<file path="config.mk">
export PLATFORM = sky130hd
export DESIGN_NAME = mem_arbiter
export DESIGN_NICKNAME = d
export VERILOG_FILES = /design/src/rtl/mem_arb_pkg.sv /design/src/rtl/mem_arb_pick.sv /design/src/rtl/mem_arbiter.sv
export SDC_FILE = /design/constraint.sdc
export NUM_CORES = 1
export LEC_CHECK = 0
export ABC_AREA = 1
export BUFFER_PORTS_ARGS = -buffer_cell sky130_fd_sc_hd__buf_2
export CELL_PAD_IN_SITES_DETAIL_PLACEMENT = 1
export CELL_PAD_IN_SITES_GLOBAL_PLACEMENT = 1
export CORE_MARGIN = 3
export CORE_UTILIZATION = 34
export CTS_BUF_LIST = sky130_fd_sc_hd__clkbuf_8
export DETAILED_ROUTE_END_ITERATION = 6
export PLACE_DENSITY_LB_ADDON = 0.1
export REMOVE_ABC_BUFFERS = 1
export SLEW_MARGIN = 20
export SYNTH_ARGS = -nofsm -noshare
export SYNTH_HDL_FRONTEND = slang
export SYNTH_SLANG_ARGS = --single-unit
export TNS_END_PERCENT = 20
</file>
<file path="constraint.sdc">
create_clock -name clk -period 2.15 [get_ports clk]
set_input_delay 0.3225 -clock clk [delete_from_list [all_inputs] [get_ports clk]]
set_output_delay 0.3225 -clock clk [all_outputs]
set_load 0.02 [all_outputs]
</file>
<file path="src/rtl/mem_arb_pkg.sv">
// Shared constants and state type for the three-port memory arbiter.
package mem_arb_pkg;

    localparam int PORT_VID = 0;
    localparam int PORT_DSK = 1;
    localparam int PORT_CPU = 2;
    localparam int NPORTS   = 3;

    localparam logic [31:0] ABORT_PATTERN = 32'hDEADBEEF;

    typedef enum logic [1:0] {
        IDLE,
        ISSUE,
        WAIT,
        ACK
    } arb_state_e;

endpackage

</file>
<file path="src/rtl/mem_arb_pick.sv">
// Combinational grant picker: video has strict priority, disk/cpu round-robin.
module mem_arb_pick
    import mem_arb_pkg::*;
(
    input  logic [2:0] req,
    input  logic       last_rr,
    output logic [2:0] gnt
);

    // last_rr = 1 means cpu was served most recently, so disk wins a tie
    always_comb begin
        gnt = '0;
        if (req[PORT_VID]) begin
            gnt[PORT_VID] = 1'b1;
        end else if (req[PORT_DSK] && (!req[PORT_CPU] || last_rr)) begin
            gnt[PORT_DSK] = 1'b1;
        end else if (req[PORT_CPU]) begin
            gnt[PORT_CPU] = 1'b1;
        end
    end

endmodule

</file>
<file path="src/rtl/mem_arbiter.sv">
// Serialises video/disk/cpu word transactions onto one memory-controller port.
// Optional WAIT watchdog enabled by defining MEM_ARB_TIMEOUT_EN.
//
// state | meaning
// IDLE  | sample req, latch winner's command
// ISSUE | one-cycle mem_req strobe
// WAIT  | hold until mem_done (or watchdog expiry)
// ACK   | one-cycle ack pulse to the granted port
module mem_arbiter
    import mem_arb_pkg::*;
#(
    parameter int AW      = 22,
    parameter int DW      = 32,
    parameter int TIMEOUT = 1023
) (
    input  logic              clk,
    input  logic              reset,
    input  logic [2:0]        req,
    input  logic [2:0]        wr,
    input  logic [3*AW-1:0]   addr,
    input  logic [3*DW-1:0]   wdata,
    output logic [2:0]        ack,
    output logic [DW-1:0]     rdata,
    output logic              err,
    output logic              mem_req,
    output logic              mem_wr,
    output logic [AW-1:0]     mem_addr,
    output logic [DW-1:0]     mem_wdata,
    input  logic              mem_done,
    input  logic [DW-1:0]     mem_rdata
);

    arb_state_e    state_q, state_d;
    logic [2:0]    gnt_q, gnt_d;
    logic [2:0]    pick_gnt;
    logic          last_rr_q, last_rr_d;
    logic          mem_req_q, mem_req_d;
    logic          mem_wr_q, mem_wr_d;
    logic [AW-1:0] mem_addr_q, mem_addr_d;
    logic [DW-1:0] mem_wdata_q, mem_wdata_d;
    logic [DW-1:0] rdata_q, rdata_d;
    logic [2:0]    ack_q, ack_d;

`ifdef MEM_ARB_TIMEOUT_EN
    localparam int CNT_W = $clog2(TIMEOUT + 1);
    logic [CNT_W-1:0] cnt_q, cnt_d;
    logic             err_q, err_d;
`endif

    mem_arb_pick u_pick (
        .req     (req),
        .last_rr (last_rr_q),
        .gnt     (pick_gnt)
    );

    always_comb begin
        state_d     = state_q;
        gnt_d       = gnt_q;
        last_rr_d   = last_rr_q;
        mem_req_d   = 1'b0;
        mem_wr_d    = mem_wr_q;
        mem_addr_d  = mem_addr_q;
        mem_wdata_d = mem_wdata_q;
        rdata_d     = rdata_q;
        ack_d       = '0;
`ifdef MEM_ARB_TIMEOUT_EN
        cnt_d       = cnt_q;
        err_d       = 1'b0;
`endif
        case (state_q)
            IDLE: begin
                if (|req) begin
                    state_d   = ISSUE;
                    gnt_d     = pick_gnt;
                    mem_req_d = 1'b1;
                    for (int i = 0; i < NPORTS; i++) begin
                        if (pick_gnt[i]) begin
                            mem_wr_d    = wr[i];
                            mem_addr_d  = addr[i*AW +: AW];
                            mem_wdata_d = wdata[i*DW +: DW];
                        end
                    end
                    if (pick_gnt[PORT_DSK] || pick_gnt[PORT_CPU]) begin
                        last_rr_d = pick_gnt[PORT_CPU];
                    end
`ifdef MEM_ARB_TIMEOUT_EN
                    cnt_d = '0;
`endif
                end
            end
            ISSUE: begin
                state_d = WAIT;
            end
            WAIT: begin
                if (mem_done) begin
                    state_d = ACK;
                    rdata_d = mem_rdata;
                    ack_d   = gnt_q;
`ifdef MEM_ARB_TIMEOUT_EN
                end else if (cnt_q == CNT_W'(TIMEOUT - 1)) begin
                    state_d = ACK;
                    rdata_d = DW'(ABORT_PATTERN);
                    ack_d   = gnt_q;
                    err_d   = 1'b1;
                end else begin
                    cnt_d = cnt_q + CNT_W'(1);
`endif
                end
            end
            ACK: begin
                state_d = IDLE;
            end
            default: begin
                state_d = IDLE;
            end
        endcase
    end

    always_ff @(posedge clk) begin
        if (reset) begin
            state_q     <= IDLE;
            gnt_q       <= '0;
            last_rr_q   <= 1'b1;
            mem_req_q   <= 1'b0;
            mem_wr_q    <= 1'b0;
            mem_addr_q  <= '0;
            mem_wdata_q <= '0;
            rdata_q     <= '0;
            ack_q       <= '0;
`ifdef MEM_ARB_TIMEOUT_EN
            cnt_q       <= '0;
            err_q       <= 1'b0;
`endif
        end else begin
            state_q     <= state_d;
            gnt_q       <= gnt_d;
            last_rr_q   <= last_rr_d;
            mem_req_q   <= mem_req_d;
            mem_wr_q    <= mem_wr_d;
            mem_addr_q  <= mem_addr_d;
            mem_wdata_q <= mem_wdata_d;
            rdata_q     <= rdata_d;
            ack_q       <= ack_d;
`ifdef MEM_ARB_TIMEOUT_EN
            cnt_q       <= cnt_d;
            err_q       <= err_d;
`endif
        end
    end

    assign ack       = ack_q;
    assign rdata     = rdata_q;
    assign mem_req   = mem_req_q;
    assign mem_wr    = mem_wr_q;
    assign mem_addr  = mem_addr_q;
    assign mem_wdata = mem_wdata_q;
`ifdef MEM_ARB_TIMEOUT_EN
    assign err = err_q;
`else
    assign err = 1'b0;
`endif

endmodule
</file>
==> flow_metrics.env, run 1 <==
export IMPL_num_nets_final=1320
export IMPL_grt_max_degree=57
export IMPL_clk_path_buf_depth=2
export IMPL_yosys_area_top_type="dfxtp_1"
export IMPL_worstPathMaxFanout=25
export IMPL_placed_area_um2=7370
export IMPL_ys_flop_type="dfxtp_1"
export IMPL_final_hold_viol_count=0
export IMPL_synth_seq_area_share=0.3370
export IMPL_vias_per_cell=4.819
export IMPL_synth_warnings=0
export IMPL_max_slew_margin_rel=0.5378
export IMPL_initial_core_util=0.3551
export IMPL_drive_gt1_frac=0.4411
export IMPL_p_leak_nw=4.188
export IMPL_port_buffers=293
export IMPL_cp_arrival_ns=1.95
export IMPL_whs_path_depth=2
export IMPL_track_usage=0.2303
export IMPL_cts_root_buf="clkbuf_8"
export IMPL_postCtsSetupBuffers=0
export IMPL_syn_cell_area_um2=5763
export IMPL_first_global_vias=6481
export IMPL_fp_dieW_um=136.2
export IMPL_drc=0
export IMPL_status="complete, no violations"
export IMPL_drv_slew=0
export IMPL_tightest_slew_ns=0.6934
export IMPL_gp_congestion=0.7829
export IMPL_fillers=2247
export IMPL_async_flop_share=0
export IMPL_finalCritPeriodShare=0.7535
export IMPL_io_pins=295
export IMPL_grt_pass1_wl_um=33660
export IMPL_synth_edff_count=0
export IMPL_cts_sinks=97
export IMPL_fmax_ghz=0.6173
export IMPL_synth_commonest_cells="inv_1, nand3_1, dfxtp_1"
export IMPL_pwr_density_cell_nw_per_um2=1152
export IMPL_dp_hpwl_um=15460
export IMPL_final_area_um2=7599
export IMPL_synth_most_common_cell="inv_1"
export IMPL_dr_first_iter_drc_count=272
export IMPL_r2r_cells=7
export IMPL_core_rowCount=46
export IMPL_syn_to_final_growth_pct=31.85
export IMPL_vdd_drop_max_mv=0.4258
export IMPL_ant_nets=0
export IMPL_ys_top_cells_by_area="dfxtp_1, nand3_1, a21oi_2"
export IMPL_cts_tree="yes"
export IMPL_cts_resized=0
export IMPL_die_y_um=136.2
export IMPL_clk_latency_ns=0.38
export IMPL_overflow=0
export IMPL_critPathKind="reg -> reg"
export IMPL_power_total_mw=8.756
export IMPL_cts_buffers=9
export IMPL_drv_cap=0
export IMPL_dr_pass1_iters=4
export IMPL_synthCells=861
export IMPL_hold_path_class="in -> reg"
export IMPL_coreArea_um2=16230
export IMPL_wl_per_cell_um=16.03
export IMPL_ys_ff_latch=97
export IMPL_start_kind="register"
export IMPL_setup_violations=0
export IMPL_required_ns=2.48
export IMPL_finish_utilization=0.4682
export IMPL_htreeDepth=3
export IMPL_hold_worst_slack_ns=0.1798
export IMPL_antenna_found_initial=3
export IMPL_min_period_ns=1.620
export IMPL_vias=6448
export IMPL_synth_top_area_frac=0.3370
export IMPL_routed_wl_um=21450
export IMPL_clk_pin_slew_worst_paths_ns=0.11
export IMPL_die_area_um2=18550
export IMPL_yosysUniqueCellTypes=24
export IMPL_cts_hold_buf=0
export IMPL_rsz0062_at_grt="false"
export IMPL_cp_end_kind="register"
export IMPL_skew_ns=0.01249
export IMPL_setup_tns_ns=0
export IMPL_synth_area_per_cell_um2=6.693
-- per-layer routing --
layer	part of all wire	global-route usage
met5	0.00033	0
met3	0.091	0.06514
met4	0.020	0.07783
met1	0.42	0.2813
met2	0.47	0.3891
-- registers in the layout, indices dropped and copies added (netlist names) --
| signal | cells |
|---|---|
| mem_req | 1 |
| mem_wdata | 32 |
| state_q | 2 |
| ack | 3 |
| gnt_q | 3 |
| last_rr_q | 1 |
| mem_addr | 22 |
| mem_wr | 1 |
| rdata | 32 |
-- per-stage QoR --
step / cells / setup slack [ns]
6_report: 1338 / 0.5300
4_1_cts: 1336 / 0.5197
3_5_place_dp: 1320 / 0.4609
2_1_floorplan: 792 / -1.796
5_1_grt: 1338 / 0.3320
3_3_place_gp: 1320 / 0.4905
-- worst max-delay path, stage by stage (launching register included) --
cell     delay [ns]
dfxtp_1        0.31
inv_1          0.09
ha_1           0.31
nand2_4        0.12
inv_4          0.24
buf_12         0.23
o21ai_0        0.12
a21oi_2        0.13
-- area by class of cell --
class                      instances  area [um2]  area share
antenna                            2       5.005   0.0006587
clock buffer                       9       123.9     0.01630
clock inverter                     7       100.1     0.01317
inverter                         178       670.6     0.08826
multi-input combinational        517        2778      0.3656
sequential                        97        1942      0.2556
tap                              216       270.3     0.03557
timing repair buffer             312        1709      0.2249
-- worst paths after layout --
| path | start | endpoint | slack [ns] |
|---|---|---|---|
| setup reg to reg | state_q[0] | mem_addr[0] | 0.53 |
| setup / recovery | state_q[0] | mem_addr[0] | 0.53 |
| hold reg to reg | gnt_q[2] | ack[2] | 0.44 |
| hold / removal | reset | gnt_q[2] | 0.18 |
-- power by group --
part           switching [mW]  internal, mW  leakage (nW)
Sequential              0.278          2.39         0.800
Clock                   0.710         0.663         0.102
Combinational            3.05          1.67          3.29
-- kinds of logic (layout without fill, tap and decap cells) --
group	Yosys count	after routing	synth area share
buffers and inverters	247	506	0.1841
other	1	3	0.0006507
adders and majority gates	2	2	0.004341
and+or+nand+nor	366	366	0.3102
AOI/OAI and AO/OA	148	148	0.1637
DFF	97	97	0.3370
-- placed cells by master, fill, tap and decap left out, types with 11 or more instances in the layout --
cell type  netlist  layout
a21oi_2         54      54
nand2_1         77      74
nor2_1          68      68
inv_1          123     121
nand3_1        115     114
inv_2           55      56
o21ai_0         52      52
dfxtp_1         97      97
nand4_1         55      55
o21ai_1         36      36
buf_4            5      11
buf_2           27     293
nand2_2         48      51
Power figures use the tool's default switching activity.
==> run 2: changes to the inputs <==
CORE_UTILIZATION = 28   (was 34)
clock period = 1.4 ns   (was 2.15 ns; I/O delays follow)
==> run 2 against run 1 <==
Effect of this change:
- non-clock buffer count is 19 higher
- power is 61% higher
- clock skew is 0.0039 ns lower
- maximum frequency is 23% higher
- critical path type unchanged
- clock power is 47% higher
- sequential share of layout area is 1.1 points lower
- clock-buffer cell count stayed put
- cell count is 4.9% higher
- worst setup slack worse by 0.45 ns
- largest power group unchanged
==> flow_metrics.env, run 2 (synthesized netlist as in run 1, its figures left out) <==
export IMPL_status="complete, no violations"
export IMPL_clk_pin_slew_worst_paths_ns=0.11
export IMPL_pwr_density_cell_nw_per_um2=1774
export IMPL_wl_per_cell_um=16.65
export IMPL_p_leak_nw=4.350
export IMPL_critPathKind="reg -> reg"
export IMPL_track_usage=0.2010
export IMPL_cts_sinks=97
export IMPL_vias=6561
export IMPL_layout_commonest_cell="buf_2"
export IMPL_final_area_um2=7956
export IMPL_drc=0
export IMPL_startpoint="state_q[1]"
export IMPL_dr_pass1_iters=4
export IMPL_vdd_drop_max_mv=0.8448
export IMPL_num_nets_final=1339
export IMPL_coreArea_um2=19850
export IMPL_setup_tns_ns=0
export IMPL_fmax_ghz=0.7566
export IMPL_syn_to_final_growth_pct=38.06
export IMPL_hold_path_class="in -> reg"
export IMPL_hold_worst_slack_ns=0.07429
export IMPL_first_global_vias=6761
export IMPL_layout_common_cells="buf_2, inv_1, nand3_1"
export IMPL_drv_slew=0
export IMPL_initial_core_util=0.2904
export IMPL_min_period_ns=1.322
export IMPL_antenna_found_initial=0
export IMPL_fillers=2632
export IMPL_dp_hpwl_um=16890
export IMPL_worstPathCellList="inv_1 -> ha_2 -> nand2_4 -> inv_8 -> buf_12 -> o21ai_0 -> a21oi_2"
export IMPL_pre_cts_ws_ns=0.008360
export IMPL_fp_dieW_um=149.5
export IMPL_slowest_delay_ns=0.38
export IMPL_routed_wl_um=23380
export IMPL_r2r_setup_slack_ns=0.08
export IMPL_drv_cap=0
export IMPL_power_total_mw=14.11
export IMPL_worst_path_buf_inv=3
export IMPL_skew_ns=0.008585
export IMPL_clk_latency_ns=0.38
export IMPL_cp_arrival_ns=1.60
export IMPL_core_rowCount=51
export IMPL_cts_root_buf="clkbuf_8"
export IMPL_crit_family="flip-flops"
export IMPL_dr_first_iter_drc_count=155
export IMPL_htreeDepth=3
export IMPL_cts_tree="yes"
export IMPL_die_area_um2=22340
export IMPL_cts_buffers=9
export IMPL_placed_area_um2=7619
export IMPL_rsz0062_at_grt="true"
export IMPL_grt_max_degree=62
export IMPL_gp_congestion=0.7549
export IMPL_finalCritPeriodShare=0.9440
export IMPL_n_antenna_cell=0
export IMPL_multiInputGateArea_um2=2798
export IMPL_drive_gt1_frac=0.4530
export IMPL_vias_per_cell=4.673
export IMPL_cp_end_kind="register"
export IMPL_ant_nets=0
export IMPL_setup_violations=0
export IMPL_io_pins=295
export IMPL_worstPathMaxFanout=22
export IMPL_fin_ws_ns=0.07837
export IMPL_start_kind="register"
export IMPL_grt_pass1_wl_um=35850
export IMPL_overflow=0
export IMPL_required_ns=1.68
export IMPL_final_hold_viol_count=0
export IMPL_hp_start="mem_rdata[7]"
export IMPL_r2r_start="state_q[1]"
export IMPL_clk_path_buf_depth=2
export IMPL_port_buffers=293
export IMPL_ff_latch_area_um2=1942
export IMPL_die_y_um=149.5
export IMPL_cp_slowest_cell="dfxtp_1"
-- run 2: changes by cell type in the layout (fill, tap and decap cells not counted), sizes merged --
cell,before,now
buf,312,327
bufinv,2,1
clkbuf,9,13
clkinv,0,3
clkinvlp,3,0
diode,2,0
inv,180,181
-- run 2: cell type report --
cell class	count	area share
Tap cell	265	0.04167
Inverter	178	0.08492
Multi-Input combinational cell	517	0.3516
Clock buffer	9	0.01557
Timing Repair Buffer	331	0.2515
Sequential cell	97	0.2441
Clock inverter	7	0.01069
-- run 2: power breakdown --
| part | internal, mW | leakage, nW | switching (mW) |
|---|---|---|---|
| clock network | 0.863 | 0.106 | 1.15 |
| logic | 3.08 | 3.44 | 4.90 |
| registers | 3.67 | 0.800 | 0.458 |
| total | 7.61 | 4.35 | 6.50 |
-- run 2: metrics by stage --
step	utilization	cells
6_report	0.4009	1404
5_1_grt	0.4009	1404
4_1_cts	0.3946	1400
3_5_place_dp	0.3839	1384
3_3_place_gp	0.3839	1384
2_1_floorplan	-	792
-- run 2: per-layer routing --
metal  global-route usage  routed length [um]  vias to the layer above
li1                     -                   -                     3268
met1               0.2491               10110                     3059
met2               0.3430               10970                      219
met3              0.06541                2060                       15
met4              0.04119                 240                        0
met5                    0                   0                        -
-- run 2: worst reg2reg max path, stage by stage, from the launching register on --
cell	delay, ns
dfxtp_1	0.38
inv_1	0.06
ha_2	0.19
nand2_4	0.10
inv_8	0.07
buf_12	0.17
o21ai_0	0.22
a21oi_2	0.04
-- run 2: timing repair --
item | CTS | global route
gates cloned | 0 | 4
setup endpoints to repair | 5 | 63
resized for setup | 1 | 13
hold buffers | 0 | 0
setup buffers | 0 | 0
-- run 2: worst paths after layout --
path	to	cells past startpoint
worst max-delay path	mem_wdata[16]	7
worst min-delay path	rdata[7]	3
worst min register to register	ack[1]	2
worst max register to register	mem_wdata[16]	7
==> run 3: changes to the inputs <==
CELL_PAD_IN_SITES_DETAIL_PLACEMENT = 0   (was 1)
==> run 3 against run 2 <==
Effect of this change:
- maximum frequency rose by 1.6%
- power is 4.5% lower
- combinational power decreased by 5.8%
- clock skew up 0.0044 ns
- critical endpoint is now mem_addr[2]
- worst hold slack hardly changed
- die area unchanged
- wire length decreased by 6.9%
- core utilization down 0.62 points
==> flow_metrics.env, run 3 (synthesized netlist as in run 1, its figures left out) <==
export IMPL_status="complete, no violations"
export IMPL_vdd_drop_max_mv=0.8247
export IMPL_first_global_vias=6405
export IMPL_worst_path_buf_inv=3
export IMPL_worstPathCellList="inv_1 -> ha_2 -> nand2_4 -> inv_6 -> buf_12 -> o21ai_0 -> a21oi_2"
export IMPL_overflow=0
export IMPL_start_kind="register"
export IMPL_fmax_ghz=0.7687
export IMPL_cts_root_buf="clkbuf_8"
export IMPL_io_pins=295
export IMPL_dr_first_iter_drc_count=208
export IMPL_cts_tree="yes"
export IMPL_clk_latency_ns=0.39
export IMPL_cts_buffers=9
export IMPL_routed_wl_um=21770
export IMPL_cts_sinks=97
export IMPL_port_buffers=293
export IMPL_cp_end_kind="register"
export IMPL_clk_pin_slew_worst_paths_ns=0.11
export IMPL_postCtsSetupBuffers=0
export IMPL_crit_family="flip-flops"
export IMPL_final_hold_viol_count=0
export IMPL_syn_to_final_growth_pct=35.93
export IMPL_fillers=2265
export IMPL_startpoint="state_q[1]"
export IMPL_track_usage=0.1935
export IMPL_worstPathMaxFanout=27
export IMPL_vias_per_cell=4.519
export IMPL_coreArea_um2=19850
export IMPL_clk_path_buf_depth=2
export IMPL_antenna_found_initial=0
export IMPL_drive_gt1_frac=0.4502
export IMPL_p_leak_nw=4.285
export IMPL_drc=0
export IMPL_cp_arrival_ns=1.58
export IMPL_finalCritPeriodShare=0.9292
export IMPL_fin_ws_ns=0.09918
export IMPL_grt_pass1_wl_um=34320
export IMPL_grt_max_degree=62
export IMPL_pwr_density_cell_nw_per_um2=1720
export IMPL_critPathKind="reg -> reg"
export IMPL_die_area_um2=22340
export IMPL_final_cells=1400
export IMPL_num_nets_final=1335
export IMPL_dr_pass1_iters=5
export IMPL_dp_cells=1384
export IMPL_slowest_delay_ns=0.38
export IMPL_die_y_um=149.5
export IMPL_min_period_ns=1.301
export IMPL_layout_common_cells="buf_2, inv_1, nand3_1"
export IMPL_dp_hpwl_um=15860
export IMPL_hold_path_class="in -> reg"
export IMPL_r2r_start="state_q[1]"
export IMPL_cp_slowest_cell="dfxtp_1"
export IMPL_skew_ns=0.01296
export IMPL_wl_per_cell_um=15.55
export IMPL_pre_cts_ws_ns=0.02218
export IMPL_drv_cap=0
export IMPL_htreeDepth=3
export IMPL_vias=6326
export IMPL_initial_core_util=0.2904
export IMPL_n_antenna_cell=0
export IMPL_layout_commonest_cell="buf_2"
export IMPL_required_ns=1.68
export IMPL_gp_congestion=0.7549
export IMPL_ant_nets=0
export IMPL_hp_start="mem_rdata[4]"
export IMPL_setup_violations=0
export IMPL_fp_dieW_um=149.5
export IMPL_drv_slew=0
export IMPL_core_rowCount=51
-- run 3: changes by cell type in the layout (fill, tap and decap cells not counted), sizes merged --
cell      change
clkbuf        -4
clkinv        -2
clkinvlp      +2
bufinv        -1
inv           +1
-- run 3: tightest hold or removal path: cells and delay by family --
kind	cells	cell delay (ns)
and+or+nand+nor	1	0.07
AOI/OAI and AO/OA	1	0.07
buffers and inverters	1	0.07
-- run 3: per-stage QoR --
step / util / power, mW / area, um2 / hold slack, ns / setup TNS, ns
6_report: 0.3947 / 13.47 / 7834 / 0.07463 / 0
5_1_grt: 0.3947 / 14.57 / 7834 / 0.06544 / -0.001061
4_1_cts: 0.3934 / 13.67 / 7807 / 0.04416 / 0
3_5_place_dp: 0.3839 / 11.73 / 7619 / 0.4408 / 0
3_3_place_gp: 0.3839 / 11.72 / 7619 / 0.4375 / 0
2_1_floorplan: - / 8.584 / 5370 / 0.2791 / -158.06
-- run 3: cell type report --
type / count / area, um2 / area share
Multi-Input combinational cell: 517 / 2798 / 0.3571
Sequential cell: 97 / 1942 / 0.2479
Timing Repair Buffer: 327 / 1904 / 0.2431
Inverter: 178 / 673.1 / 0.08593
Tap cell: 265 / 331.6 / 0.04233
Clock buffer: 9 / 123.9 / 0.01581
Clock inverter: 7 / 61.31 / 0.007826
-- run 3: worst paths after layout --
path	slack (ns)	to	depth (start not counted)
min	0.07	rdata[4]	3
max reg2reg	0.1	mem_addr[2]	7
max	0.1	mem_addr[2]	7
min reg2reg	0.45	ack[1]	2
-- run 3: repair_timing --
| item | 4_1_cts | 5_1_grt |
|---|---|---|
| endpoints found under the setup margin | 8 | 56 |
| cloned | 0 | 0 |
| hold buffers | 0 | 0 |
| pin swaps | 0 | 1 |
| gates resized for setup | 1 | 9 |
-- run 3: layer usage --
layer	track usage	wire length, um	up-vias
li1	-	-	3273
met4	0.05904	370	0
met1	0.2463	9603	2801
met3	0.05179	1801	20
met2	0.3213	9994	232
met5	0	0	-
-- run 3: report_power, final --
part / internal [mW] / switching (mW)
Sequential: 3.67 / 0.439
Combinational: 2.80 / 4.71
Clock: 0.682 / 1.17
